==> src/rtl/fifo_pkg.sv <==
// Shared definitions for the FIFO read-side stream logic: controller states,
// prefetch depth and the index/count width helpers.
package fifo_pkg;

  typedef enum logic {
    RUN   = 1'b0,
    FLUSH = 1'b1
  } state_e;

  localparam int unsigned PREFETCH_DEPTH = 2;

  function automatic int unsigned idx_width(input int unsigned depth);
    return (depth > 1) ? $clog2(depth) : 1;
  endfunction

  localparam int unsigned PREFETCH_IDX_W = idx_width(PREFETCH_DEPTH);
  localparam int unsigned PREFETCH_CNT_W = $clog2(PREFETCH_DEPTH + 1);

endpackage

==> src/rtl/stream_skid_buf.sv <==
// Small circular buffer with push/pop/clear and an occupancy count; the head
// entry is presented combinationally. Reusable on either side of the FIFO.
module stream_skid_buf
  import fifo_pkg::*;
#(
  parameter int DATA_WIDTH = 8,
  parameter int DEPTH      = PREFETCH_DEPTH
) (
  input  logic                          clk,
  input  logic                          rst_n,
  input  logic                          clear,
  input  logic                          push,
  input  logic [DATA_WIDTH-1:0]         push_data,
  input  logic                          pop,
  output logic [$clog2(DEPTH+1)-1:0]    count,
  output logic [DATA_WIDTH-1:0]         head_data
);

  localparam int unsigned IDX_W = idx_width(DEPTH);
  localparam int unsigned CNT_W = $clog2(DEPTH + 1);

  logic [DATA_WIDTH-1:0] r_mem [DEPTH];
  logic [IDX_W-1:0]      r_head;
  logic [IDX_W-1:0]      r_tail;
  logic [CNT_W-1:0]      r_count;
  logic                  w_pop_ok;

  function automatic logic [IDX_W-1:0] nxt(input logic [IDX_W-1:0] idx);
    return (idx == IDX_W'(DEPTH - 1)) ? '0 : idx + 1'b1;
  endfunction

  assign w_pop_ok = pop & (r_count != '0);

  // NOTE: sequential state uses non-blocking assignments only, so every
  // register samples pre-edge values regardless of statement order.
  // NOTE: the storage is reset too: the head entry drives the stream data
  // output, which must read zero out of reset, and there are only DEPTH words.
  always_ff @(posedge clk or negedge rst_n) begin
    if (!rst_n) begin
      r_head  <= '0;
      r_tail  <= '0;
      r_count <= '0;
      for (int i = 0; i < DEPTH; i++) r_mem[i] <= '0;
    end else if (clear) begin
      r_head  <= '0;
      r_tail  <= '0;
      r_count <= '0;
    end else begin
      if (push) begin
        r_mem[r_tail] <= push_data;
        r_tail        <= nxt(r_tail);
      end
      if (w_pop_ok) r_head <= nxt(r_head);
      if (push && !w_pop_ok)      r_count <= r_count + 1'b1;
      else if (!push && w_pop_ok) r_count <= r_count - 1'b1;
    end
  end

  assign count     = r_count;
  assign head_data = r_mem[r_head];

  // The producer's credit check must never let a push land in a full buffer.
  a_no_overflow: assert property (@(posedge clk) disable iff (!rst_n)
    !(push && !clear && !w_pop_ok && (r_count == CNT_W'(DEPTH))));

endmodule

==> src/rtl/fifo_stream_reader.sv <==
// Read-domain drain engine: turns the FIFO rd_en/empty/dout port into a
// valid/ready stream with a 2-entry prefetch, plus a discard-all flush mode.
// Define FIFO_STREAM_READER_STATS_EN to add word_cnt/stall_cnt counters.
module fifo_stream_reader
  import fifo_pkg::*;
#(
  parameter int DATA_WIDTH = 8
`ifdef FIFO_STREAM_READER_STATS_EN
  , parameter int CNT_WIDTH = 16
`endif
) (
  input  logic                  rd_clk,
  input  logic                  rst_n,
  input  logic                  fifo_empty,
  input  logic [DATA_WIDTH-1:0] fifo_dout,
  output logic                  fifo_rd_en,
  output logic                  m_valid,
  input  logic                  m_ready,
  output logic [DATA_WIDTH-1:0] m_data,
  input  logic                  flush,
  output logic                  flush_done,
  output logic                  busy
`ifdef FIFO_STREAM_READER_STATS_EN
  , output logic [CNT_WIDTH-1:0] word_cnt,
  output logic [CNT_WIDTH-1:0]   stall_cnt
`endif
);

  localparam int unsigned OCC_W = PREFETCH_CNT_W + 1;

  state_e                  r_state;
  logic                    r_inflight;
  logic                    r_flush_done;
  logic [PREFETCH_CNT_W-1:0] w_count;
  logic [DATA_WIDTH-1:0]   w_head;
  logic [OCC_W-1:0]        w_occupancy;
  logic                    w_pop;
  logic                    w_room;
  logic                    w_rd_req;
  logic                    w_clear;
  logic                    w_flush_exit;

  stream_skid_buf #(
    .DATA_WIDTH (DATA_WIDTH),
    .DEPTH      (PREFETCH_DEPTH)
  ) u_buf (
    .clk       (rd_clk),
    .rst_n     (rst_n),
    .clear     (w_clear),
    .push      (r_inflight),
    .push_data (fifo_dout),
    .pop       (w_pop),
    .count     (w_count),
    .head_data (w_head)
  );

  assign m_valid = (w_count != '0);
  assign m_data  = w_head;
  assign w_pop   = m_valid & m_ready;

  // Credit counts the slot freed by this cycle's pop so a full buffer can
  // still stream at one word per cycle.
  assign w_occupancy = OCC_W'(w_count) + OCC_W'(r_inflight);
  assign w_room      = w_occupancy < (OCC_W'(PREFETCH_DEPTH) + OCC_W'(w_pop));
  assign w_rd_req    = (r_state == FLUSH) ? !fifo_empty : (!fifo_empty & w_room);

  // Gated by rst_n so no read reaches the FIFO while this block is held in reset.
  assign fifo_rd_en  = rst_n & w_rd_req;

  assign w_clear      = (r_state == FLUSH) | flush;
  assign w_flush_exit = (r_state == FLUSH) & fifo_empty & !r_inflight;

  always_ff @(posedge rd_clk or negedge rst_n) begin
    if (!rst_n) begin
      r_state      <= RUN;
      r_inflight   <= 1'b0;
      r_flush_done <= 1'b0;
    end else begin
      r_inflight   <= w_rd_req;
      r_flush_done <= w_flush_exit;
      if (r_state == RUN) begin
        if (flush) r_state <= FLUSH;
      end else if (w_flush_exit) begin
        r_state <= RUN;
      end
    end
  end

  assign flush_done = r_flush_done;
  assign busy       = (r_state == FLUSH) | m_valid | r_inflight;

`ifdef FIFO_STREAM_READER_STATS_EN
  logic [CNT_WIDTH-1:0] r_word_cnt;
  logic [CNT_WIDTH-1:0] r_stall_cnt;

  always_ff @(posedge rd_clk or negedge rst_n) begin
    if (!rst_n) begin
      r_word_cnt  <= '0;
      r_stall_cnt <= '0;
    end else begin
      if (w_pop && (r_word_cnt != '1))                   r_word_cnt  <= r_word_cnt + 1'b1;
      if (m_valid && !m_ready && (r_stall_cnt != '1))    r_stall_cnt <= r_stall_cnt + 1'b1;
    end
  end

  assign word_cnt  = r_word_cnt;
  assign stall_cnt = r_stall_cnt;
`endif

endmodule
==> config.mk <==
export PLATFORM = sky130hd
export DESIGN_NAME = fifo_stream_reader
export DESIGN_NICKNAME = d
export VERILOG_FILES = /design/src/rtl/fifo_pkg.sv /design/src/rtl/stream_skid_buf.sv /design/src/rtl/fifo_stream_reader.sv
export SDC_FILE = /design/constraint.sdc
export NUM_CORES = 1
export LEC_CHECK = 0
export ABC_AREA = 1
export BUFFER_PORTS_ARGS = -buffer_cell sky130_fd_sc_hd__clkbuf_2
export CORE_MARGIN = 3
export CORE_UTILIZATION = 45
export CTS_BUF_LIST = sky130_fd_sc_hd__clkbuf_8
export DETAILED_ROUTE_END_ITERATION = 7
export PLACE_DENSITY_LB_ADDON = 0.3
export SLEW_MARGIN = 20
export SYNTH_ARGS = -nofsm -noshare
export SYNTH_HDL_FRONTEND = slang
export SYNTH_SLANG_ARGS = --single-unit
==> constraint.sdc <==
create_clock -name rd_clk -period 2.3 [get_ports rd_clk]
set_clock_uncertainty 0.05 [all_clocks]
set_input_delay 0.23 -clock rd_clk [delete_from_list [all_inputs] [get_ports rd_clk]]
set_output_delay 0.23 -clock rd_clk [all_outputs]
set_load 0.005 [all_outputs]
==> impl_metrics.ini <==
[floorplan]
core_mm2 = 0.00232
io_pins = 25
initial_core_util_pct = 49.9
dieArea_mm2 = 0.00322
fp.dieW_um = 56.7
die_h_um = 56.7
rows = 17

[clock_network]
clk_pin_slew_ps = 80
cts-root-buf = clkbuf_8
cts_tree = yes
cts.sink_count = 23
cts.path.max_buffers = 2
clkLatencyLatePin_ps = 260
htreeDepth = 1
numCtsBuffers = 3
cts_setup_buffers = 0

[timing]
rsz0062_at_grt = false
hold_violations = 0
period_needed_ps = 1960
setup_viol = 0
setup_slack_ps = 343
tns_ps = 0
period_share_pct = 85.1
finalMaxSlewViolations = 0
maxSlewHeadroom_pct = 78.4
max_freq_mhz = 511
worst_pin_slew_ps = 324

[routing]
vias_per_cell = 4.77
drcViolationCount = 0
wl_mm = 2.01
drtIter0Drc = 9
routedWlPerCell_um = 10.9
dr_wl_met3_um = 72
vias = 878
firstDrtPassIters = 4
routedLengthMet1_um = 945
drt.antenna.violating_nets = 0
dr_wl_met2_um = 972
routed.top_layer = met4

[critical_path]
cp-start-kind = register
end_kind = primary output
r2r_slack_ps = 870
crit_fanout = 6
reg2reg_from = u_buf.count[0]
cp.arrival_ps = 1680
required_ps = 2020
worst-setup-path-type = reg -> out
r2r_end = u_buf.count[0]
reg2regPathDepth = 7

[synthesis]
ys_seq_elements = 23
yosys.area.top_type_share_pct = 49.7
ys_seq_area_share_pct = 49.7
yosysTopAreaCell = dfrtp_1
synth-edff-count = 0
synth_area_mm2 = 0.00116
synth_top_flop_cell = dfrtp_1
syn_nets = 145
synthCells = 129
yosysWarnings = 0
synth_commonest_cells = nand2_1, dfrtp_1, inv_1, o21ai_2
synthTopCellsByArea = dfrtp_1, nand2_1, o21ai_2, inv_1, ha_1
synth_most_common_cell = nand2_1
async_flop_share_pct = 100
avgSynthCellArea_um2 = 8.97
ys_types = 19

[grt]
grt_pass1_vias = 848
grt_usage_pct = 13.3
antenna_found_initial = 0
grt_max_degree = 25
overflow = 0
grt_pass1_wl_mm = 3.45

[cells_and_area]
finalNonFillerCells = 184
antennaDiodeCount = 0
post-route-util_pct = 58.0
nNetsFinal = 173
drive_gt1_share_pct = 30.8
fillerInstances = 207
area_growth_pct = 16.2

[worst_hold_path]
hp-start = fifo_empty
hp-class = in -> reg
hold_depth = 3
worstHoldEndpoint = flush_done

[placement]
gp_congestion = 0.679
dp_slack_ps = 618
dp.cells = 179
port_buffers = 24
hpwl_mm = 1.43

[power]
ir_drop_uv = 606
p_leak_nw = 0.761
p_per_area_mw_per_mm2 = 768

[status]
status = complete, no violations

[job]
cap_viol_max_count = 0
critical path, stage by stage (launching register included):
cell      delay [ps]
dfrtp_1          490
ha_1             250
ha_1             260
nand2_1           60
nand2_1           50
nand2_1           50
nand2_1           60
nor2_1            80
clkbuf_2         110
final cells by class:
cell class	instances	area [µm²]	share of cell area, %
clock buffers	3	41.3	3.07
clock inverters	1	3.75	0.279
inverters	19	71.3	5.30
multi-input cells	84	480	35.7
flip-flops and latches	23	576	42.8
well taps	28	35.0	2.60
repair buffers	26	138	10.2
per-layer routing:
layer	track usage, %	up-vias
met5	0	-
met4	4.07	0
met1	16.3	400
li1	-	457
met2	23.4	19
met3	2.07	2
worst max path at each step:
stage | endpoint | cells after the start | startpoint | slack (ps)
floorplan | fifo_rd_en | 7 | r_inflight | 780
detailed placement | fifo_rd_en | 8 | r_inflight | 620
global placement | fifo_rd_en | 8 | r_inflight | 650
global route | fifo_rd_en | 8 | r_inflight | 210
finish | fifo_rd_en | 8 | r_inflight | 340
CTS | fifo_rd_en | 8 | r_inflight | 320
stage by stage:
step	power [mW]	hold WS (ps)	instance area (µm²)
final	1.03	147	1350
after global routing	1.11	160	1350
after CTS	1.05	143	1350
after detailed placement	0.804	178	1290
after global placement	0.792	173	1290
after floorplan	0.706	-116	1160
logic make-up (layout without fill, tap and decap cells):
group	after synthesis	after routing	share of synthesized area, %
AO/OA/AOI/OAI	22	22	14.7
XOR/XNOR	1	1	0.757
adder cells (fa/ha/maj)	3	3	3.24
buffers and inverters	22	49	8.76
flip-flops	23	23	49.7
AND/OR/NAND/NOR	58	58	22.8
flip-flops by register name (all words and copies together) (netlist names):
| register | cells |
|---|---|
| u_buf.r_mem | 16 |
| u_buf.count | 2 |
| flush_done | 1 |
| r_inflight | 1 |
| r_state | 1 |
| u_buf.r_head | 1 |
| u_buf.r_tail | 1 |
cell usage in the layout (no fill, tap or decap), types with 2 or more instances in the layout:
master / netlist / routed
nor2_1: 2 / 2
o21ai_2: 16 / 16
ha_1: 3 / 3
inv_1: 18 / 19
nand3_1: 2 / 2
nand2_1: 48 / 48
a21oi_1: 3 / 3
dfrtp_1: 23 / 23
clkbuf_8: 0 / 3
o21ai_0: 3 / 3
clkbuf_2: 0 / 24
report_power, final:
group          switching (mW)  internal, mW  total, mW
logic                   0.139         0.125      0.264
clock network           0.122         0.119      0.241
registers              0.0464         0.482      0.529
timing repair:
action                    in CTS  in global routing
hold buffers                   1                  0
gates resized for setup        0                  0
hold endpoints to repair      23                  0
No activity file was read; power rests on OpenSTA's default activity.
